**config.mk**
```make
export PLATFORM = sky130hd
export DESIGN_NAME = uart_program_loader
export DESIGN_NICKNAME = d
export VERILOG_FILES = /design/src/rtl/uart_program_loader_pkg.sv /design/src/rtl/uart_program_loader_byte_timeout_counter.sv /design/src/rtl/uart_program_loader.sv
export SDC_FILE = /design/constraint.sdc
export NUM_CORES = 1
export LEC_CHECK = 0
export CORE_UTILIZATION = 30
export DETAILED_ROUTE_END_ITERATION = 10
export MAX_ROUTING_LAYER = met4
export PLACE_DENSITY = 0.59
export SLEW_MARGIN = 20
export SYNTH_ARGS = -nofsm -noshare
export SYNTH_HDL_FRONTEND = slang
export SYNTH_SLANG_ARGS = --single-unit
```
**constraint.sdc**
```tcl
create_clock -name clock -period 2.5 [get_ports clock]
set_clock_uncertainty 0.15 [all_clocks]
set_input_delay 0.25 -clock clock [delete_from_list [all_inputs] [get_ports clock]]
set_output_delay 0.25 -clock clock [all_outputs]
set_load 0.005 [all_outputs]
```
**src/rtl/uart_program_loader_pkg.sv**
```systemverilog
// Shared definitions for the UART program loader and the instruction-fetch stage.
package uart_program_loader_pkg;

  // Word-address width of the program ROM upload port.
  localparam int UPG_ADDR_W = 14;

  // Loader FSM states.
  typedef enum logic [2:0] {
    IDLE   = 3'd0,
    LEN_HI = 3'd1,
    DATA   = 3'd2,
    DONE   = 3'd3,
    ERROR  = 3'd4
  } state_e;

endpackage

```
**src/rtl/uart_program_loader_byte_timeout_counter.sv**
```systemverilog
// Inter-byte idle counter: counts enabled cycles without a received byte and
// flags the cycle in which the count would reach TIMEOUT_CYCLES.
module byte_timeout_counter #(
  parameter int TIMEOUT_CYCLES = 1_000_000
) (
  input  logic clock,
  input  logic reset,
  input  logic en_i,
  input  logic clear_i,
  output logic tc_o
);

  localparam int CNT_W = $clog2(TIMEOUT_CYCLES + 1);

  logic [CNT_W-1:0] count_q;

  // Clear on any byte or while disabled; otherwise count idle cycles.
  always_ff @(posedge clock) begin
    if (reset || clear_i || !en_i) begin
      count_q <= '0;
    end else begin
      count_q <= count_q + CNT_W'(1);
    end
  end

  // A byte arriving in the terminal cycle takes priority and suppresses the flag.
  assign tc_o = en_i && !clear_i && (count_q == CNT_W'(TIMEOUT_CYCLES - 1));

endmodule

```
**src/rtl/uart_program_loader.sv**
```systemverilog
// Parses a 2-byte little-endian word count, assembles little-endian 32-bit
// words from the UART byte stream and writes them to the program ROM.
module uart_program_loader
  import uart_program_loader_pkg::*;
#(
  parameter int ADDR_W         = UPG_ADDR_W,
  parameter int TIMEOUT_CYCLES = 1_000_000
) (
  input  logic              clock,
  input  logic              reset,
  input  logic [7:0]        rx_byte,
  input  logic              rx_valid,
  output logic              upg_wen_o,
  output logic [ADDR_W-1:0] upg_adr_o,
  output logic [31:0]       upg_dat_o,
  output logic              upg_done_o,
  output logic              busy_o,
  output logic              err_o
);

  state_e            state_q, state_d;
  logic [7:0]        len_lo_q, len_lo_d;
  logic [ADDR_W-1:0] n_q, n_d;
  logic [ADDR_W-1:0] word_idx_q, word_idx_d;
  logic [1:0]        byte_idx_q, byte_idx_d;
  logic [23:0]       word_q, word_d;
  logic              wen_q, wen_d;
  logic [ADDR_W-1:0] adr_q, adr_d;
  logic [31:0]       dat_q, dat_d;
  logic [15:0]       len_full;
  logic              timeout_tc;

  assign busy_o     = (state_q == LEN_HI) || (state_q == DATA);
  assign err_o      = (state_q == ERROR);
  assign upg_done_o = (state_q == DONE);
  assign upg_wen_o  = wen_q;
  assign upg_adr_o  = adr_q;
  assign upg_dat_o  = dat_q;
  assign len_full   = {rx_byte, len_lo_q};

  byte_timeout_counter #(
    .TIMEOUT_CYCLES(TIMEOUT_CYCLES)
  ) u_timeout (
    .clock  (clock),
    .reset  (reset),
    .en_i   (busy_o),
    .clear_i(rx_valid),
    .tc_o   (timeout_tc)
  );

  // State and datapath registers; reset also drops any pending write pulse.
  always_ff @(posedge clock) begin
    if (reset) begin
      state_q    <= IDLE;
      len_lo_q   <= '0;
      n_q        <= '0;
      word_idx_q <= '0;
      byte_idx_q <= '0;
      word_q     <= '0;
      wen_q      <= 1'b0;
      adr_q      <= '0;
      dat_q      <= '0;
    end else begin
      state_q    <= state_d;
      len_lo_q   <= len_lo_d;
      n_q        <= n_d;
      word_idx_q <= word_idx_d;
      byte_idx_q <= byte_idx_d;
      word_q     <= word_d;
      wen_q      <= wen_d;
      adr_q      <= adr_d;
      dat_q      <= dat_d;
    end
  end

  // Header parse, byte-lane assembly, write issue and timeout abort.
  always_comb begin
    state_d    = state_q;
    len_lo_d   = len_lo_q;
    n_d        = n_q;
    word_idx_d = word_idx_q;
    byte_idx_d = byte_idx_q;
    word_d     = word_q;
    wen_d      = 1'b0;
    adr_d      = adr_q;
    dat_d      = dat_q;
    case (state_q)
      IDLE: begin
        if (rx_valid) begin
          len_lo_d = rx_byte;
          state_d  = LEN_HI;
        end
      end
      LEN_HI: begin
        if (rx_valid) begin
          // Count bits above the address width are dropped.
          n_d        = len_full[ADDR_W-1:0];
          word_idx_d = '0;
          byte_idx_d = '0;
          state_d    = (len_full[ADDR_W-1:0] == '0) ? DONE : DATA;
        end else if (timeout_tc) begin
          state_d = ERROR;
        end
      end
      DATA: begin
        if (rx_valid) begin
          byte_idx_d = byte_idx_q + 2'd1;
          case (byte_idx_q)
            2'd0: word_d[7:0]   = rx_byte;
            2'd1: word_d[15:8]  = rx_byte;
            2'd2: word_d[23:16] = rx_byte;
            default: begin
              wen_d      = 1'b1;
              adr_d      = word_idx_q;
              dat_d      = {rx_byte, word_q};
              word_idx_d = word_idx_q + ADDR_W'(1);
              if ((word_idx_q + ADDR_W'(1)) == n_q) begin
                state_d = DONE;
              end
            end
          endcase
        end else if (timeout_tc) begin
          // Partial word is simply abandoned; nothing is written.
          state_d = ERROR;
        end
      end
      default: begin
        // DONE and ERROR are terminal until reset; bytes are ignored.
      end
    endcase
  end

endmodule

```
==> impl_metrics.env, run 1 <==
export IMPL_status="finished with violations"
export IMPL_violations="design-rule violations"
export IMPL_grt_busiest_layer="met2"
export IMPL_path_clk_slew_ps=60
export IMPL_drt_pass1_iter_count=7
export IMPL_ys_top_cells_by_area="dfxtp_1, nand2_1, a21oi_1"
export IMPL_drc=4
export IMPL_drive_above_1_share=0.0917
export IMPL_area_delta_synth_final_pct=25.5
export IMPL_max_cap_violations=0
export IMPL_gp_congestion=0.818
export IMPL_synth_top_family_by_area="simple AND/OR/NAND/NOR gates"
export IMPL_synth_area_per_cell_sq_um=7.95
export IMPL_regArea_sq_um=2640
export IMPL_final_nets=780
export IMPL_cp_data_required_time_ps=2100
export IMPL_worst_pin_slew_ps=618
export IMPL_post_cts_buffers=0
export IMPL_stdcell_count=1003
export IMPL_num_io_pins=61
export IMPL_grt_max_degree=110
export IMPL_place_ws_ps=176
export IMPL_setup_viol=0
export IMPL_syn_inst=706
export IMPL_hold_violations=0
export IMPL_fin_crit_sh=0.887
export IMPL_grtUsageTotal=0.155
export IMPL_htree_levels=4
export IMPL_via_per_inst=4.82
export IMPL_placed_area_sq_um=6500
export IMPL_grt_use_met2=0.227
export IMPL_port_buffers=60
export IMPL_place_hpwl_microns=9070
export IMPL_vias=4836
export IMPL_synth_edf_count=0
export IMPL_synth_top_area_share=0.471
export IMPL_core_sq_um=18100
export IMPL_drv_slew=0
export IMPL_synthFlopType="dfxtp_1"
export IMPL_ys_async_sr_fraction=0
export IMPL_synthSimpleGateAreaFrac=0.275
export IMPL_first_iter_violations=408
export IMPL_worst_slack_ps=283
export IMPL_hold_path_class="flop to flop"
export IMPL_critPathMaxFanout=10
export IMPL_die_y_microns=139
export IMPL_ant_nets=0
export IMPL_clk_latency_ps=420
export IMPL_p_leak_nw=2.31
export IMPL_cts_root_buf="clkbuf_16"
export IMPL_crit_path_end_kind="primary output"
export IMPL_muxShareOfSynthArea=0.00357
export IMPL_ys_seq_elements=132
export IMPL_global_route_usage_met3=0.0383
export IMPL_row_count=49
export IMPL_synth_seq_area_share=0.471
export IMPL_wire_per_inst_microns=13.7
export IMPL_grt_pass1_vias=4405
export IMPL_ys_types=54
export IMPL_antenna_found_initial=0
export IMPL_antennaDiodeCount=0
export IMPL_finish_utilization=0.388
export IMPL_pwr_density_cell_nw_per_um2=667
export IMPL_initial_core_util=0.309
export IMPL_synth_xor_area_frac=0.0578
export IMPL_dieArea_sq_um=19300
export IMPL_ir_worst_vdd_uv=488
export IMPL_wl_microns=13700
export IMPL_rsz0062_at_grt="no"
export IMPL_dp_cells=972
export IMPL_grt_pass1_wl_microns=23100
export IMPL_max_slew_margin=0.587
export IMPL_synth_compound_area_frac=0.136
export IMPL_cts_path_max_buffers=2
export IMPL_cts_tree="built"
export IMPL_crit_path_start_kind="flop"
export IMPL_nFillCells=1913
export IMPL_grt_overflow=0
export IMPL_max_freq_mhz=451
export IMPL_worst_setup_path_type="flop to primary output"
export IMPL_syn_num_nets=723
export IMPL_fp_dieW_microns=139
export IMPL_multi_input_area_sq_um=2740
export IMPL_synthAdderAreaFrac=0.0134
export IMPL_met1_usage=0.206
export IMPL_synth_top_area_cell="dfxtp_1"
export IMPL_cp_arrival_ps=1820
export IMPL_synth_cell_area_sq_um=5610
export IMPL_finalSetupTns_ps=0
export IMPL_numCtsBuffers=17
export IMPL_ys_warn_count=0
export IMPL_finalInstanceArea_sq_um=7040
export IMPL_fin_crit_ps=2220
export IMPL_p_total_mw=4.69
export IMPL_clock_sinks=132
export IMPL_whs_ps=293
## path summary, 6_finish.rpt
kind,cells after the start,start,endpoint,slack (ps)
setup / recovery,3,state_q[2],err_o,280
hold / removal,1,u_timeout.count_q[0],u_timeout.count_q[0],290
setup reg to reg,7,word_idx_q[1],state_q[0],390
hold reg to reg,1,u_timeout.count_q[0],u_timeout.count_q[0],290
## cell families after synthesis
group	count (synthesis)
fa+ha+maj	6
xor+xnor	37
simple gates	335
flops	132
compound gates	140
buf+inv	54
mux	2
## area by class of cell
| class | instances | share of cell area |
|---|---|---|
| flip-flops and latches | 132 | 0.375 |
| multi-input cells | 520 | 0.389 |
| clock buffers | 17 | 0.0604 |
| repair buffers | 85 | 0.115 |
| inverters | 7 | 0.00373 |
| well taps | 229 | 0.0407 |
| clock inverters | 13 | 0.0158 |
## where the power goes
group | internal [mW] | switching [mW]
Combinational | 0.0920 | 0.143
Sequential | 2.13 | 0.0305
Clock | 1.35 | 0.948
## placed cells by master (no fill, tap or decap), types with 3 or more instances in the layout
master	Yosys	final
a21oi_1	111	111
ha_1	6	6
nor4_1	7	7
nand2_1	186	186
dfxtp_1	132	132
nor3b_1	3	3
clkinvlp_4	0	4
clkdlybuf4s50_1	0	59
xor2_1	9	9
nor2_1	49	49
and3_1	8	8
nand3_1	35	35
nand4_1	6	6
and2_1	6	5
nor3_1	9	9
o21ai_0	13	13
xnor2_1	28	28
clkinv_2	0	5
clkbuf_16	0	17
a311oi_1	3	3
buf_4	2	23
inv_1	7	7
nand3b_1	4	4
## state kept, by name, indices dropped and copies added (netlist names)
name / cells
word_idx_q: 14
upg_wen_o: 1
u_timeout.count_q: 20
byte_idx_q: 2
state_q: 3
upg_dat_o: 32
upg_adr_o: 14
word_q: 24
n_q: 14
len_lo_q: 8
## per-layer routing
metal | vias up | share of wire
met5 | - | 0
met4 | 0 | 0.015
met3 | 16 | 0.043
met2 | 103 | 0.44
met1 | 2231 | 0.50
li1 | 2486 | -
## timing repair
item                                   in CTS  in global routing
hold buffers                                1                  0
gates resized for setup                     0                  0
endpoints found under the hold margin       2                  0
## synthesized netlist by cell type (2+ instances only)
master and count:
o21ai_0 13, nor4_1 7, a311oi_1 3, nor3_1 9, and3_1 8, a21oi_1 111
nor3b_1 3, nand4_4 2, xor2_1 9, nor2_1 49, nand4_1 6, buf_4 2
nand3b_1 4, or3_1 2, clkbuf_1 27, nand3_1 35, or3_2 2, and2_1 6
o2111ai_1 2, inv_1 7, or2_2 2, xnor2_1 28, nor4b_1 2, nand2_1 186
ha_1 6, mux2i_1 2, dfxtp_1 132, buf_2 15
## critical path, stage by stage (launching register included)
cell	delay [ps]
dfxtp_1	530
inv_1	110
nor3_1	230
clkdlybuf4s50_1	540
Power figures use the tool's default switching activity.
==> inputs of run 2 (changes only) <==
--- a/config.mk
+++ b/config.mk
@@ -7,6 +7,6 @@
 export LEC_CHECK = 0
-export CORE_UTILIZATION = 30
+export CORE_UTILIZATION = 50
 export DETAILED_ROUTE_END_ITERATION = 10
 export MAX_ROUTING_LAYER = met4
-export PLACE_DENSITY = 0.59
+export PLACE_DENSITY = 0.86
 export SLEW_MARGIN = 20
==> constraint.sdc (replaced) <==
create_clock -name clock -period 2 [get_ports clock]
set_clock_uncertainty 0.15 [all_clocks]
set_input_delay 0.2 -clock clock [delete_from_list [all_inputs] [get_ports clock]]
set_output_delay 0.2 -clock clock [all_outputs]
set_load 0.1 [all_outputs]
==> impl_metrics.env, run 2 (synthesized netlist as in run 1, its figures left out) <==
export IMPL_whs_ps=267
export IMPL_hold_violations=0
export IMPL_max_slew_margin=0.673
export IMPL_core_sq_um=10900
export IMPL_drv_slew=0
export IMPL_die_y_microns=108
export IMPL_wl_microns=14300
export IMPL_wire_per_inst_microns=15.0
export IMPL_ant_nets=0
export IMPL_worst_setup_path_type="flop to flop"
export IMPL_r2r_start="u_timeout.count_q[7]"
export IMPL_regArea_sq_um=2650
export IMPL_crit_path_end_kind="flop"
export IMPL_initial_core_util=0.515
export IMPL_rr_endpoint="state_q[0]"
export IMPL_hold_depth=4
export IMPL_placed_area_sq_um=6580
export IMPL_place_hpwl_microns=9500
export IMPL_setup_viol=0
export IMPL_first_iter_violations=397
export IMPL_cp_data_required_time_ps=2260
export IMPL_clk_latency_ps=530
export IMPL_cts_root_buf="clkbuf_8"
export IMPL_htree_levels=4
export IMPL_fin_crit_sh=0.993
export IMPL_finalInstanceArea_sq_um=7260
export IMPL_largest_reg_flops=32
export IMPL_antennaDiodeCount=0
export IMPL_drt_pass1_iter_count=7
export IMPL_finish_utilization=0.666
export IMPL_numCtsBuffers=17
export IMPL_crit_path_start_kind="flop"
export IMPL_row_count=38
export IMPL_reg2reg_depth=6
export IMPL_cp_arrival_ps=2250
export IMPL_fp_dieW_microns=108
export IMPL_area_delta_synth_final_pct=29.3
export IMPL_gp_congestion=0.897
export IMPL_grt_pass1_wl_microns=23300
export IMPL_num_io_pins=61
export IMPL_crit_chain="nor4b_1 > nand4b_1 > or3_4 > and3_4 > o21ai_0 > o21ai_1"
export IMPL_drc=0
export IMPL_worstHoldStart="rx_byte[1]"
export IMPL_vias=5290
export IMPL_grt_max_degree=90
export IMPL_layout_cells_most_common="nand2_1"
export IMPL_hold_path_class="input port to flop"
export IMPL_pwr_density_cell_nw_per_um2=862
export IMPL_status="completed"
export IMPL_rsz0062_at_grt="yes"
export IMPL_grtUsageTotal=0.266
export IMPL_multi_input_area_sq_um=2790
export IMPL_drive_above_1_share=0.206
export IMPL_grt_pass1_vias=5015
export IMPL_final_nets=814
export IMPL_p_leak_nw=2.68
export IMPL_rrSetupSlack_ps=10
export IMPL_grt_overflow=0
export IMPL_fin_crit_ps=1990
export IMPL_max_cap_violations=0
export IMPL_holdPathEnd="len_lo_q[1]"
export IMPL_dieArea_sq_um=11600
export IMPL_p_total_mw=6.25
export IMPL_critPathMaxFanout=5
export IMPL_ir_worst_vdd_uv=706
export IMPL_cts_path_max_buffers=2
export IMPL_antenna_found_initial=0
export IMPL_worst_pin_slew_ps=486
export IMPL_clock_sinks=132
export IMPL_path_clk_slew_ps=60
export IMPL_cts_tree="built"
export IMPL_slowest_stage="nor4b_1"
export IMPL_nFillCells=835
export IMPL_via_per_inst=5.57
export IMPL_max_freq_mhz=503
export IMPL_slowest_delay_ps=460
export IMPL_layout_common_cells="nand2_1, dfxtp_1, a21oi_1, buf_4, nor2_1"
export IMPL_port_buffers=60
run 2: cell types whose count changed in the layout (fill, tap and decap cells not counted), sizes merged:
cell | previous run | this run
clkbuf | 17 | 20
bufinv | 1 | 3
buf | 25 | 109
clkdlybuf4s50 | 59 | 9
clkinv | 6 | 7
inv | 9 | 8
clkinvlp | 4 | 1
run 2: how the worst max path moves through the flow:
stage               slack (ps)             end                 start
floorplan                  100      state_q[0]         word_idx_q[0]
global placement          -200   word_idx_q[9]              rx_valid
detailed placement        -210  word_idx_q[10]              rx_valid
CTS                          5      state_q[0]            state_q[1]
global route                -8      state_q[0]         byte_idx_q[0]
finish                      10      state_q[0]  u_timeout.count_q[7]
run 2: cell type report:
| class | instances | area share |
|---|---|---|
| flip-flops and latches | 132 | 0.365 |
| multi-input cells | 520 | 0.384 |
| repair buffers | 119 | 0.140 |
| clock inverters | 12 | 0.0210 |
| clock buffers | 20 | 0.0628 |
| inverters | 7 | 0.00362 |
| well taps | 140 | 0.0241 |
run 2: where the power goes:
| part | total [mW] | switching (mW) | internal (mW) |
|---|---|---|---|
| sequential | 2.70 | 0.0315 | 2.67 |
| clock | 3.16 | 1.16 | 2.00 |
| combinational | 0.399 | 0.244 | 0.155 |
run 2: repair_timing:
item                                    CTS  global route
endpoints found under the hold margin    22             0
gates resized for setup                   2            13
pin swaps                                 0             2
endpoints found under the setup margin    2            44
setup buffers                             0             1
hold buffers                              1             0
run 2: layer usage:
metal / GRT usage / routed length [microns] / vias up
li1: - / - / 2558
met1: 0.315 / 6110 / 2479
met2: 0.420 / 6800 / 209
met3: 0.0639 / 899 / 44
met4: 0.141 / 444 / 0
met5: - / 0 / -
run 2: worst max-delay path: cells and delay by family (launching register included):
kind / cells / cell delay, ps
flops: 1 / 360
simple gates: 4 / 1180
compound gates: 2 / 170
run 2: through the flow:
| stage | worst slack, ps | setup TNS (ps) | std cells |
|---|---|---|---|
| 4_1_cts | 4.88 | 0 | 949 |
| 3_3_place_gp | -196 | -10190 | 916 |
| 6_report | 13.5 | 0 | 950 |
| 3_5_place_dp | -213 | -12340 | 916 |
| 5_1_grt | -8.23 | -8.23 | 950 |
| 2_1_floorplan | 97.2 | 0 | 706 |
==> inputs of run 3 (changes only) <==
Settings changed: PLACE_DENSITY 0.86 to not set, PLACE_DENSITY_LB_ADDON set to 0.05.
==> impl_metrics.env, run 3 (synthesized netlist as in run 1, its figures left out) <==
export IMPL_dieArea_sq_um=11600
export IMPL_place_ws_ps=-208
export IMPL_wire_per_inst_microns=14.2
export IMPL_clk_latency_ps=530
export IMPL_grt_max_degree=79
export IMPL_p_total_mw=6.04
export IMPL_crit_path_start_kind="flop"
export IMPL_largest_reg_flops=32
export IMPL_grt_pass1_wl_microns=22700
export IMPL_port_buffers=60
export IMPL_max_slew_margin=0.654
export IMPL_slowest_delay_ps=360
export IMPL_ir_worst_vdd_uv=656
export IMPL_hold_path_class="input port to flop"
export IMPL_grt_pass1_vias=4744
export IMPL_p_leak_nw=2.66
export IMPL_antenna_found_initial=0
export IMPL_hold_violations=0
export IMPL_nFillCells=945
export IMPL_htree_levels=4
export IMPL_crit_path_frequent_cell="buf_4"
export IMPL_fin_crit_sh=0.967
export IMPL_drt_pass1_iter_count=5
export IMPL_worst_pin_slew_ps=517
export IMPL_path_clk_slew_ps=60
export IMPL_p_sw_frac=0.226
export IMPL_cts_root_buf="clkbuf_8"
export IMPL_vias=4981
export IMPL_drive_above_1_share=0.205
export IMPL_row_count=38
export IMPL_ant_nets=0
export IMPL_multi_input_area_sq_um=2820
export IMPL_initial_core_util=0.515
export IMPL_clock_sinks=132
export IMPL_fp_dieW_microns=108
export IMPL_numCtsBuffers=17
export IMPL_comb_power_share=0.064
export IMPL_grtUsageTotal=0.259
export IMPL_via_per_inst=5.25
export IMPL_core_sq_um=10900
export IMPL_seqPwrFrac=0.447
export IMPL_cts_path_max_buffers=2
export IMPL_worst_slack_ps=65.3
export IMPL_layout_common_cells="nand2_1, dfxtp_1, a21oi_1, buf_4, nor2_1"
export IMPL_area_delta_synth_final_pct=29.0
export IMPL_pwr_density_cell_nw_per_um2=834
export IMPL_cp_data_required_time_ps=2300
export IMPL_crit_path_end_kind="flop"
export IMPL_layout_cells_most_common="nand2_1"
export IMPL_setup_viol=0
export IMPL_dp_cells=912
export IMPL_finalSetupTns_ps=0
export IMPL_max_cap_violations=0
export IMPL_p_sw_mw=1.37
export IMPL_num_io_pins=61
export IMPL_gp_congestion=0.904
export IMPL_antennaDiodeCount=0
export IMPL_die_y_microns=108
export IMPL_finish_utilization=0.665
export IMPL_max_freq_mhz=517
export IMPL_stdcell_count=948
export IMPL_crit_chain="buf_4 > a2111oi_4 > buf_4 > nand4_1 > nor4_1 > o2111ai_1 > o21ai_1"
export IMPL_place_hpwl_microns=9070
export IMPL_cp_arrival_ps=2240
export IMPL_p_int_mw=4.67
export IMPL_first_iter_violations=315
export IMPL_grt_overflow=0
export IMPL_wl_microns=13500
export IMPL_fin_crit_ps=1930
export IMPL_drv_slew=0
export IMPL_critPathMaxFanout=5
export IMPL_clkPwrFrac=0.490
export IMPL_cts_tree="built"
export IMPL_status="completed"
export IMPL_slowest_stage="dfxtp_4"
export IMPL_drc=0
export IMPL_worst_setup_path_type="flop to flop"
export IMPL_regArea_sq_um=2650
export IMPL_final_nets=812
-- run 3: changes by cell type in the layout (fill, tap and decap cells not counted), sizes merged --
cell	delta
buf	-2
inv	-1
clkinv	-3
clkbuf	+3
bufinv	-1
clkinvlp	+2
-- run 3: path summary, 6_finish.rpt --
path	start	end	slack, ps	cells after the start
max	state_q[0]	state_q[0]	70	7
min	rx_byte[2]	n_q[10]	280	4
max reg2reg	state_q[0]	state_q[0]	70	7
min reg2reg	u_timeout.count_q[0]	u_timeout.count_q[0]	290	1
-- run 3: what timing repair did --
action | in CTS | in global routing
resized for setup | 4 | 20
endpoints found under the hold margin | 31 | 0
pin swaps | 0 | 12
endpoints found under the setup margin | 2 | 41
setup buffers | 0 | 3
hold buffers | 1 | 0
-- run 3: power groups by stage --
stage	Combinational [mW]	Clock (mW)	Sequential, mW
2_1_floorplan	0.228	0	2.74
3_3_place_gp	0.364	0	2.75
3_5_place_dp	0.368	0	2.75
4_1_cts	0.371	3.02	2.70
5_1_grt	0.420	3.14	2.70
6_report	0.384	2.96	2.70
-- run 3: area by class of cell --
cell class              instances  share of cell area
clock buffers                  23              0.0645
clock inverters                 9              0.0142
inverters                       7             0.00363
multi-input cells             520               0.390
flip-flops and latches        132               0.367
well taps                     140              0.0242
repair buffers                117               0.137
-- run 3: metal layers --
layer | part of all wire | global-route usage
met5 | 0 | -
met4 | 0.013 | 0.0930
met3 | 0.039 | 0.0512
met2 | 0.47 | 0.399
met1 | 0.47 | 0.338
-- run 3: critical path: cells and delay by family (launching register included) --
| kind | cells | cell delay, ps |
|---|---|---|
| and+or+nand+nor | 2 | 400 |
| AOI/OAI and AO/OA | 3 | 660 |
| buffers and inverters | 2 | 300 |
| DFF | 1 | 360 |
-- run 3: per-stage QoR --
stage	hold WS, ps	cell area, sq um
3_5_place_dp	286	6540
2_1_floorplan	186	5620
3_3_place_gp	275	6540
4_1_cts	256	7140
6_report	280	7240
5_1_grt	304	7240
